## config.mk

```make
export PLATFORM = sky130hd
export DESIGN_NAME = pdm_multi_mod
export DESIGN_NICKNAME = d
export VERILOG_FILES = /design/src/rtl/pdm_pkg.sv /design/src/rtl/pdm_chan_core.sv /design/src/rtl/pdm_multi_mod.sv
export SDC_FILE = /design/constraint.sdc
export NUM_CORES = 1
export LEC_CHECK = 0
export BUFFER_PORTS_ARGS = -buffer_cell sky130_fd_sc_hd__buf_2
export CAP_MARGIN = 25
export CORE_MARGIN = 10
export CORE_UTILIZATION = 40
export CTS_CLUSTER_DIAMETER = 150
export DETAILED_ROUTE_END_ITERATION = 6
export HOLD_SLACK_MARGIN = 0.1
export PLACE_DENSITY = 0.57
export SLEW_MARGIN = 20
export SYNTH_ARGS = -nofsm -noshare
export SYNTH_HDL_FRONTEND = slang
export SYNTH_SLANG_ARGS = --single-unit
```

## constraint.sdc

```tcl
create_clock -name clk_in -period 2.96 [get_ports clk_in]
set_clock_uncertainty 0.1 [all_clocks]
set_input_delay 0.148 -clock clk_in [delete_from_list [all_inputs] [get_ports clk_in]]
set_output_delay 0.148 -clock clk_in [all_outputs]
set_load 0.01 [all_outputs]
```

## src/rtl/pdm_pkg.sv

```systemverilog
// pdm_pkg: shared types and helpers for the multi-channel PDM modulator.
//   pdm_state_t      : modulator run state (idle / run)
//   pdm_maxv(width)  : largest signed value representable in 'width' bits
//   pdm_minv(width)  : smallest signed value representable in 'width' bits
package pdm_pkg;

  typedef enum logic {
    PDM_IDLE = 1'b0,
    PDM_RUN  = 1'b1
  } pdm_state_t;

  function automatic int pdm_maxv(input int width);
    return (1 << (width - 1)) - 1;
  endfunction

  function automatic int pdm_minv(input int width);
    return -(1 << (width - 1));
  endfunction

endpackage

```

## src/rtl/pdm_chan_core.sv

```systemverilog
// pdm_chan_core: one channel of the PDM noise-shaping loop.
//   clk      : clock, posedge
//   rst_n    : synchronous reset, active-low
//   clr      : clear integrators and output bit (leaving RUN)
//   step     : advance the loop by one PDM bit
//   sample   : signed input sample held for this step
//   pdm_bit  : registered PDM output bit
// Build option PDM_SECOND_ORDER_EN: two cascaded WIDTH+4 bit integrators;
// otherwise a single WIDTH+2 bit first-order accumulator.
module pdm_chan_core
  import pdm_pkg::*;
#(
  parameter int WIDTH = 8
) (
  input  logic                    clk,
  input  logic                    rst_n,
  input  logic                    clr,
  input  logic                    step,
  input  logic signed [WIDTH-1:0] sample,
  output logic                    pdm_bit
);

`ifdef PDM_SECOND_ORDER_EN
  localparam int AW = WIDTH + 4;
`else
  localparam int AW = WIDTH + 2;
`endif

  localparam logic signed [AW-1:0] MAXV_E = AW'(pdm_maxv(WIDTH));
  localparam logic signed [AW-1:0] MINV_E = AW'(pdm_minv(WIDTH));

  logic signed [AW-1:0] x_ext;
  logic signed [AW-1:0] fb;
  logic                 bit_q, bit_d;

  assign x_ext   = {{(AW - WIDTH){sample[WIDTH-1]}}, sample};
  // Feedback is the full-scale value the previous output bit represents.
  assign fb      = bit_q ? MAXV_E : MINV_E;
  assign pdm_bit = bit_q;

`ifdef PDM_SECOND_ORDER_EN
  logic signed [AW-1:0] i1_q, i1_d;
  logic signed [AW-1:0] i2_q, i2_d;

  always_comb begin
    i1_d  = i1_q;
    i2_d  = i2_q;
    bit_d = bit_q;
    if (clr) begin
      i1_d  = '0;
      i2_d  = '0;
      bit_d = 1'b0;
    end else if (step) begin
      i1_d  = i1_q + x_ext - fb;
      i2_d  = i2_q + i1_d - fb;
      bit_d = ~i2_d[AW-1];
    end
  end

  always_ff @(posedge clk) begin
    if (!rst_n) begin
      i1_q  <= '0;
      i2_q  <= '0;
      bit_q <= 1'b0;
    end else begin
      i1_q  <= i1_d;
      i2_q  <= i2_d;
      bit_q <= bit_d;
    end
  end
`else
  logic signed [AW-1:0] acc_q, acc_d;

  always_comb begin
    acc_d = acc_q;
    bit_d = bit_q;
    if (clr) begin
      acc_d = '0;
      bit_d = 1'b0;
    end else if (step) begin
      acc_d = acc_q + x_ext - fb;
      bit_d = ~acc_d[AW-1];
    end
  end

  always_ff @(posedge clk) begin
    if (!rst_n) begin
      acc_q <= '0;
      bit_q <= 1'b0;
    end else begin
      acc_q <= acc_d;
      bit_q <= bit_d;
    end
  end
`endif

endmodule

```

## src/rtl/pdm_multi_mod.sv

```systemverilog
// pdm_multi_mod: multi-channel first-order (optionally second-order) PDM modulator.
//   clk_in           : clock, posedge
//   rst_n_in         : synchronous reset, active-low
//   enable_in        : 1 = run, 0 = return to idle
//   tick_in          : PDM bit-rate strobe
//   s_valid_in       : frame valid
//   s_data_in        : frame, channel c at [c*WIDTH +: WIDTH], signed
//   s_ready_out      : pending buffer can accept
//   pdm_out          : registered PDM bit per channel
//   underrun_out     : one-cycle pulse on a RUN tick with no pending frame
//   underrun_cnt_out : saturating underrun count
// Build option PDM_SECOND_ORDER_EN selects the second-order loop in each channel.
//
// state    | meaning
// PDM_IDLE | outputs held at 0, waits for enable + pending frame + tick
// PDM_RUN  | each tick steps all channels and promotes pending -> active
module pdm_multi_mod
  import pdm_pkg::*;
#(
  parameter int NUM_CH = 2,
  parameter int WIDTH  = 8,
  parameter int UCNT_W = 16
) (
  input  logic                      clk_in,
  input  logic                      rst_n_in,
  input  logic                      enable_in,
  input  logic                      tick_in,
  input  logic                      s_valid_in,
  input  logic [NUM_CH*WIDTH-1:0]   s_data_in,
  output logic                      s_ready_out,
  output logic [NUM_CH-1:0]         pdm_out,
  output logic                      underrun_out,
  output logic [UCNT_W-1:0]         underrun_cnt_out
);

  pdm_state_t                state_q, state_d;
  logic                      pending_full_q, pending_full_d;
  logic [NUM_CH*WIDTH-1:0]   pending_q, pending_d;
  logic [NUM_CH*WIDTH-1:0]   active_q, active_d;
  logic                      underrun_q, underrun_d;
  logic [UCNT_W-1:0]         ucnt_q, ucnt_d;

  logic accept;
  logic promote;
  logic step;
  logic clr;

  assign accept           = s_valid_in && !pending_full_q;
  assign s_ready_out      = !pending_full_q;
  assign underrun_out     = underrun_q;
  assign underrun_cnt_out = ucnt_q;

  always_comb begin
    state_d        = state_q;
    pending_full_d = pending_full_q;
    pending_d      = pending_q;
    active_d       = active_q;
    underrun_d     = 1'b0;
    ucnt_d         = ucnt_q;
    promote        = 1'b0;
    step           = 1'b0;
    clr            = 1'b0;

    case (state_q)
      PDM_IDLE: begin
        // The entry tick only promotes; modulation starts on the next tick.
        if (enable_in && tick_in && pending_full_q) begin
          promote = 1'b1;
          state_d = PDM_RUN;
        end
      end
      PDM_RUN: begin
        if (!enable_in) begin
          clr      = 1'b1;
          active_d = '0;
          state_d  = PDM_IDLE;
        end else if (tick_in) begin
          step = 1'b1;
          if (pending_full_q) begin
            promote = 1'b1;
          end else begin
            underrun_d = 1'b1;
            if (ucnt_q != '1) ucnt_d = ucnt_q + UCNT_W'(1);
          end
        end
      end
      default: state_d = PDM_IDLE;
    endcase

    if (promote) begin
      active_d       = pending_q;
      pending_full_d = 1'b0;
    end
    // Accept is only possible with pending empty, so it never overwrites
    // a frame that has not been promoted.
    if (accept) begin
      pending_d      = s_data_in;
      pending_full_d = 1'b1;
    end
  end

  always_ff @(posedge clk_in) begin
    if (!rst_n_in) begin
      state_q        <= PDM_IDLE;
      pending_full_q <= 1'b0;
      pending_q      <= '0;
      active_q       <= '0;
      underrun_q     <= 1'b0;
      ucnt_q         <= '0;
    end else begin
      state_q        <= state_d;
      pending_full_q <= pending_full_d;
      pending_q      <= pending_d;
      active_q       <= active_d;
      underrun_q     <= underrun_d;
      ucnt_q         <= ucnt_d;
    end
  end

  // Modulation uses active_q, i.e. the sample held before this tick's promotion.
  for (genvar c = 0; c < NUM_CH; c++) begin : g_ch
    pdm_chan_core #(.WIDTH(WIDTH)) u_core (
      .clk     (clk_in),
      .rst_n   (rst_n_in),
      .clr     (clr),
      .step    (step),
      .sample  (active_q[c*WIDTH +: WIDTH]),
      .pdm_bit (pdm_out[c])
    );
  end

endmodule

```

==> results by group, run 1 <==
Outcome
  – Run status: complete, no violations

Synth
  – Flip-flop and latch count after synthesis: 73
  – Post-synthesis area per instance: roughly 8.5 um2
  – Mapped cell area: approximately 4200 um2
  – Sequential area share after synthesis: around a third
  – Top post-synthesis cells by area: dfxtp_1 34%, fa_1 8.5%, ha_1 6.8%, nand2_1 6.2%, inv_1 5.2%
  – Commonest register cell after synthesis: dfxtp_1
  – Most used standard cells in the synthesized netlist: 73 x dfxtp_1, 70 x nand2_1, 59 x inv_1
  – EDFF count, synth: 0
  – Area share of and/or/nand/nor cells after synthesis: 21.4%
  – Largest area contributor in the synthesized netlist: dfxtp_1
  – Cell count after synthesis: ~500
  – Leading cell type by number of instances after synthesis: dfxtp_1
  – Fraction of synthesized cell area in xor and xnor cells: under 10%
  – Arithmetic-cell share of the synthesized area counting full adders, half adders and majority gates: 15.3%
  – Dominant combinational cell family by area after synthesis: simple AND/OR/NAND/NOR gates
  – Fraction of post-synthesis cell area in the top cell type by area: around a third
  – Mux contribution to synthesized area: less than 1%
  – Complex-gate fraction of the synthesized area: ~18%
  – Yosys warning count: 0
  – Yosys cell types: 45
  – FFs w/ async S/R, synth: 0%
  – Post-Syn Nets: about 560

GRT
  – Global-route wire length before repair: ~17000 um
  – Grt ovf: 0
  – Initial antenna violation count: 0
  – Number of global-route vias before repair: 3539
  – Pin count of the biggest net entering global routing: 57
  – GRT Util Overall: a little over an eighth

Drt
  – Initial drt markers: about 120
  – Avg WL per Cell: ~14 um
  – Antenna-violating nets left: 0
  – Total via count in the routed design: about 3600
  – Number of iterations in the first detailed-routing pass: 4
  – Remaining DRCs: 0
  – Post-Route WL: around 10000 um
  – DR vias/cell: between 5 and 6

Power
  – Clock network power share: 40.5%
  – Proportion of power drawn by combinational gates: a little under a tenth
  – PD cells: slightly above 400 nW/um2
  – Internal power of the cells: about 1500 uW
  – Standby leakage power: 0.00215 uW
  – Worst vdd ir: approximately 280 uV
  – Switching power: 500 uW
  – Switching share of power: roughly a quarter
  – Share of total power in sequential cells: around 50%

Clock tree
  – Post-CTS Setup Bufs: 0
  – Clock insertion delay at the later pin of the skew report: 0.34 ns
  – Clk buf depth: 2
  – CTS tree: built
  – Clock Root Buffer: clkbuf_8
  – Clock transition at the registers of the reported paths: 0.08 ns
  – Clock sink count: 73
  – CTS buffer count: 9
  – Htree depth: 3

Timing
  – Unrepaired setup endpoints after global routing: false
  – Number of hold-slack violations in the final timing report: 0
  – Clock period minus worst slack: about 2.7 ns
  – Achievable frequency: roughly 0.37 GHz
  – Endpoints failing setup: 0
  – Worst-margin pin slew: ~0.8 ns
  – Tcrit/Tclk final: between 90% and 100%
  – Total negative slack for setup checks: 0 ns
  – Max-slew violation count: 0
  – Slew Limit Headroom: 45.4%
  – Worst path setup slack after routing: about 0.23 ns

Critical path
  – Critical register-to-register path endpoint: g_ch[1].u_core.pdm_bit$_SDFFE_PP0P_
  – Setup crit end kind: register
  – Worst reg2reg setup slack: 0.23 ns
  – Logic depth of the worst register-to-register path: 9
  – Launching point of the worst reg2reg path: active_q[12]$_SDFFE_PN0P_
  – Arrival time of the worst setup path: roughly 2.9 ns
  – Worst setup path class: register to register
  – Worst-path maximum fanout: 4
  – Startpoint type of the worst setup path: register
  – WP data required: 3.13 ns

Finish
  – Layout Nets: approximately 620
  – Synthesis-to-layout area growth: 17.1%
  – Final instance area: 4960 um2
  – Number of filler cells placed in the layout: slightly above 1000
  – Diode count: 0
  – Fraction of final layout cells with drive strength greater than 1: between 10% and 20%

Min path
  – Hold Path Sink: g_ch[0].u_core.acc_q[4]$_SDFFE_PP0P_
  – Min-Delay Path Depth: 4
  – Kind of path behind the tightest hold check: input port to register
  – Min-Delay Startpoint: rst_n_in

Placement
  – Port Buffer Count: 40
  – Hpwl dp: approximately 7000 um
  – Placement-stage cell area: 4570 um2
  – Setup slack after placement: between 0.2 and 0.25 ns
  – Weighted congestion at the end of routability-driven global placement: ~0.86

Run
  – Count of maximum capacitance violations: 0

Die
  – Initial standard-cell utilization of the core: 41.0%
  – Standard-cell rows: 37
  – Area inside the core boundary: between 10000 and 15000 um2
  – Die W: 123 um
  – Height of the die: roughly 120 um
  – # IOs: ~40
  – Total die area: about 15000 um2
[cells by family (layout without fill, tap and decap cells)]
family | after synthesis | after routing
AOI/OAI and AO/OA | 112 | 112
xor gates and xnor gates | 15 | 15
adders and majority gates | 41 | 41
buffers and inverters | 78 | 139
DFF | 73 | 73
muxes | 4 | 4
and+or+nand+nor | 178 | 178
[routing by layer]
metal / global-route usage [%] / routed length (um) / up-vias
li1: - / - / 1805
met1: 17.3 / 4840 / 1671
met2: 22.0 / 4690 / 63
met3: 2.42 / 292 / 12
met4: 5.67 / 131 / 0
met5: 0 / 0 / -
[per-stage QoR]
stage          power, uW  hold WS, ns  instances  util (%)
2_1_floorplan       1150        0.193        501         -
3_3_place_gp        1200        0.303        664      44.3
3_5_place_dp        1210        0.310        664      44.3
4_1_cts             2050        0.199        698      48.0
5_1_grt             2110        0.243        698      48.0
6_report            2020        0.225        698      48.0
[worst max-delay path by stage]
stage | from | to
floorplan | g_ch[1].u_core.pdm_bit$_SDFFE_PP0P_ | g_ch[1].u_core.pdm_bit$_SDFFE_PP0P_
finish | active_q[12]$_SDFFE_PN0P_ | g_ch[1].u_core.pdm_bit$_SDFFE_PP0P_
global route | active_q[3]$_SDFFE_PN0P_ | g_ch[0].u_core.pdm_bit$_SDFFE_PP0P_
detailed placement | g_ch[1].u_core.pdm_bit$_SDFFE_PP0P_ | g_ch[1].u_core.pdm_bit$_SDFFE_PP0P_
CTS | g_ch[1].u_core.pdm_bit$_SDFFE_PP0P_ | g_ch[1].u_core.pdm_bit$_SDFFE_PP0P_
global placement | g_ch[0].u_core.pdm_bit$_SDFFE_PP0P_ | g_ch[0].u_core.pdm_bit$_SDFFE_PP0P_
[timing repair]
item | 4_1_cts | 5_1_grt
setup endpoints to repair | 0 | 2
hold buffers | 18 | 0
resized for setup | 0 | 2
endpoints found under the hold margin | 18 | 0
[power groups by stage]
| stage | clock network, uW | registers [uW] | logic, uW |
|---|---|---|---|
| 2_1_floorplan | 0 | 1030 | 121 |
| 3_3_place_gp | 0 | 1030 | 169 |
| 3_5_place_dp | 0 | 1030 | 173 |
| 4_1_cts | 845 | 1010 | 192 |
| 5_1_grt | 882 | 1010 | 214 |
| 6_report | 819 | 1010 | 191 |
[worst max-delay path, stage by stage, from the launching register on]
cell and delay, ns:
dfxtp_1 0.34, inv_1 0.06, fa_1 0.53, inv_1 0.04, ha_1 0.34, and2_4 0.18, a221oi_2 0.32, a211oi_1 0.18
or3_1 0.40, a31oi_1 0.17
[placed cells by master, fill, tap and decap left out, types with 6 or more instances in the layout]
cell type	instances
dlygate4sd3_1	18
a21boi_0	19
nand3_1	13
xnor2_1	8
inv_1	59
buf_4	6
nor3_1	6
dfxtp_1	71
nand4_1	6
fa_1	18
a21oi_1	29
nor2_1	18
buf_2	40
nand2_1	70
nor2b_1	22
nand2b_1	6
ha_1	23
and2_1	10
xor2_1	7
a22oi_1	16
and3_1	11
a211oi_1	6
o21ai_0	17
clkbuf_8	11
[state kept, by name, summed over array words and instances (netlist names)]
name	flops
g_ch.u_core.pdm_bit	2
underrun_out	1
active_q	16
state_q	1
pending_full_q	1
g_ch.u_core.acc_q	20
underrun_cnt_out	16
pending_q	16
[layout make-up]
cell class | count | area, um2 | area share (%)
Multi-Input combinational cell | 350 | 2470 | 49.8
Sequential cell | 73 | 1460 | 29.5
Timing Repair Buffer | 64 | 425 | 8.58
Inverter | 59 | 221 | 4.47
Tap cell | 136 | 170 | 3.43
Clock buffer | 12 | 155 | 3.13
Clock inverter | 4 | 51.3 | 1.03
(Power assumes the default switching activity.)
==> run 2: changes to the inputs <==
RECOVER_POWER = 50   (was not set)
==> results by group, run 2 (same netlist as run 1, synthesis figures left out) <==
Outcome
  – Run status: complete, no violations

Placement
  – Hpwl dp: ~7000 um
  – Placed Instances: around 660
  – Placement-stage cell area: 4570 um2
  – Port Buffer Count: 40
  – Weighted congestion at the end of routability-driven global placement: roughly 0.86

Timing
  – Clock period minus worst slack: 2.71 ns
  – Max-slew violation count: 0
  – Endpoints failing setup: 0
  – Worst-margin pin slew: 1.13 ns
  – Achievable frequency: about 0.37 GHz
  – Number of hold-slack violations in the final timing report: 0
  – Total negative slack for setup checks: 0 ns
  – Worst hold slack: about 0.21 ns
  – Slew Limit Headroom: between 20% and 30%
  – Unrepaired setup endpoints after global routing: false
  – Tcrit/Tclk final: 91.6%

Drt
  – Total via count in the routed design: between 3000 and 4000
  – Number of iterations in the first detailed-routing pass: 4
  – Remaining DRCs: 0
  – Avg WL per Cell: roughly 14 um
  – DR vias/cell: 5.07
  – Initial drt markers: approximately 110
  – Post-Route WL: a little under 10000 um
  – Antenna-violating nets left: 0

Critical path
  – Worst reg2reg setup slack: ~0.25 ns
  – Worst-path maximum fanout: 4
  – Arrival time of the worst setup path: about 2.9 ns
  – Critical register-to-register path endpoint: g_ch[1].u_core.pdm_bit$_SDFFE_PP0P_
  – Cell with the largest stage delay on the worst path: fa_1
  – WP data required: 3.13 ns
  – Critical path, cell by cell: inv_1, fa_1, inv_1, ha_1, and2_4, a221oi_2, a211oi_1, or3_1, a31oi_1
  – Startpoint type of the worst setup path: register
  – Dominant cell type by count on the critical path: inv_1
  – Crit path buffers/inverters: 2
  – Worst path top cell family by delay: adder cells
  – Setup crit end kind: register
  – Worst setup path class: register to register
  – Logic depth of the worst register-to-register path: 9
  – Crit-path max cell delay: 0.53 ns
  – Launching point of the worst reg2reg path: active_q[12]$_SDFFE_PN0P_

Clock tree
  – Clock insertion delay at the later pin of the skew report: about 0.34 ns
  – Clock sink count: between 70 and 80
  – Clk buf depth: 2
  – Clock Root Buffer: clkbuf_8
  – CTS buffer count: 9
  – Clock transition at the registers of the reported paths: 0.08 ns
  – CTS tree: built
  – Htree depth: 3

Finish
  – Largest register FFs: 20
  – Final Instance Count excl. Fillers: approximately 700
  – Fraction of final layout cells with drive strength greater than 1: between 9 and 10%
  – Commonest cells after routing, fill and taps aside: 71 x dfxtp_1, 70 x nand2_1, 59 x inv_1
  – Layout Nets: 619
  – Final instance area: 4920 um2
  – Most frequent standard cell in the layout excluding fill and tap cells: dfxtp_1
  – Final Core Density: 47.6%
  – Synthesis-to-layout area growth: 16.0%
  – Diode count: 0
  – Register ranked first by flip-flop count: g_ch.u_core.acc_q

Min path
  – Hold Path Sink: g_ch[0].u_core.acc_q[4]$_SDFFE_PP0P_
  – Kind of path behind the tightest hold check: input port to register
  – Min-Delay Startpoint: rst_n_in
  – Min-Delay Path Depth: 4

GRT
  – Busiest metal layer after global routing: met2
  – Grt ovf: 0
  – Fraction of met1 tracks used by global routing: 17.3%
  – GRT Util Overall: between 10 and 15%
  – Number of global-route vias before repair: between 3000 and 4000
  – Pin count of the biggest net entering global routing: between 50 and 60
  – Met3 track demand over resource: roughly 2.4%
  – Global-route wire length before repair: 16800 um
  – Global-route met2 utilization: between 20% and 30%
  – Initial antenna violation count: 0

Die
  – Total die area: between 15000 and 20000 um2
  – # IOs: 41
  – Height of the die: 123 um
  – Die W: 123 um
  – Initial standard-cell utilization of the core: between 40 and 50%
  – Standard-cell rows: 37
  – Area inside the core boundary: about 10000 um2

Power
  – Worst vdd ir: between 200 and 300 uV
  – PD cells: just over 400 nW/um2
  – Standby leakage power: 0.00205 uW

Run
  – Count of maximum capacitance violations: 0
[run 2: changes by cell type in the layout (fill, tap and decap cells not counted), sizes merged]
| cell | change |
|---|---|
| buf | -19 |
| clkbuf | +19 |
[run 2: metal layers]
layer / share of wire, % / vias to the layer above
met1: 48 / 1666
met3: 3.3 / 12
met2: 47 / 60
li1: - / 1801
met5: 0 / -
met4: 1.6 / 0
[run 2: worst max-delay path by stage]
stage | startpoint | endpoint | slack [ns] | cells after the start
finish | active_q[12]$_SDFFE_PN0P_ | g_ch[1].u_core.pdm_bit$_SDFFE_PP0P_ | 0.25 | 9
detailed placement | g_ch[1].u_core.pdm_bit$_SDFFE_PP0P_ | g_ch[1].u_core.pdm_bit$_SDFFE_PP0P_ | 0.21 | 8
global placement | g_ch[0].u_core.pdm_bit$_SDFFE_PP0P_ | g_ch[0].u_core.pdm_bit$_SDFFE_PP0P_ | 0.25 | 8
global route | active_q[3]$_SDFFE_PN0P_ | g_ch[0].u_core.pdm_bit$_SDFFE_PP0P_ | 0.09 | 9
floorplan | g_ch[1].u_core.pdm_bit$_SDFFE_PP0P_ | g_ch[1].u_core.pdm_bit$_SDFFE_PP0P_ | 0.29 | 8
CTS | g_ch[1].u_core.pdm_bit$_SDFFE_PP0P_ | g_ch[1].u_core.pdm_bit$_SDFFE_PP0P_ | 0.17 | 8
[run 2: worst reg2reg max path, stage by stage, from the launching register on]
cell and delay [ns]:
dfxtp_1 0.34, inv_1 0.06, fa_1 0.53, inv_1 0.04, ha_1 0.34, and2_4 0.18, a221oi_2 0.31, a211oi_1 0.18
or3_1 0.39, a31oi_1 0.17
[run 2: power by group]
part,switching (uW),internal (uW),leakage [uW]
Sequential,11.8,999,0.000592
Combinational,105,85.6,0.00135
Clock,385,436,0.000103
[run 2: area by class of cell]
type                       count  area, um2
timing repair buffer          64        402
clock inverter                 4       51.3
fill                        1021       5410
clock buffer                  12        155
tap                          136        170
inverter                      59        221
sequential                    73       1460
multi-input combinational    350       2450
[run 2: what timing repair did]
| item | 4_1_cts | 5_1_grt |
|---|---|---|
| setup buffers | 0 | 0 |
| endpoints found under the hold margin | 18 | 0 |
| hold buffers | 18 | 0 |
| endpoints found under the setup margin | 0 | 2 |
| gates resized for setup | 0 | 2 |
[run 2: through the flow]
step / setup WS, ns / total power [uW]
4_1_cts: 0.169 / 2050
3_5_place_dp: 0.209 / 1210
2_1_floorplan: 0.287 / 1150
3_3_place_gp: 0.255 / 1200
5_1_grt: 0.0891 / 2110
6_report: 0.247 / 2020
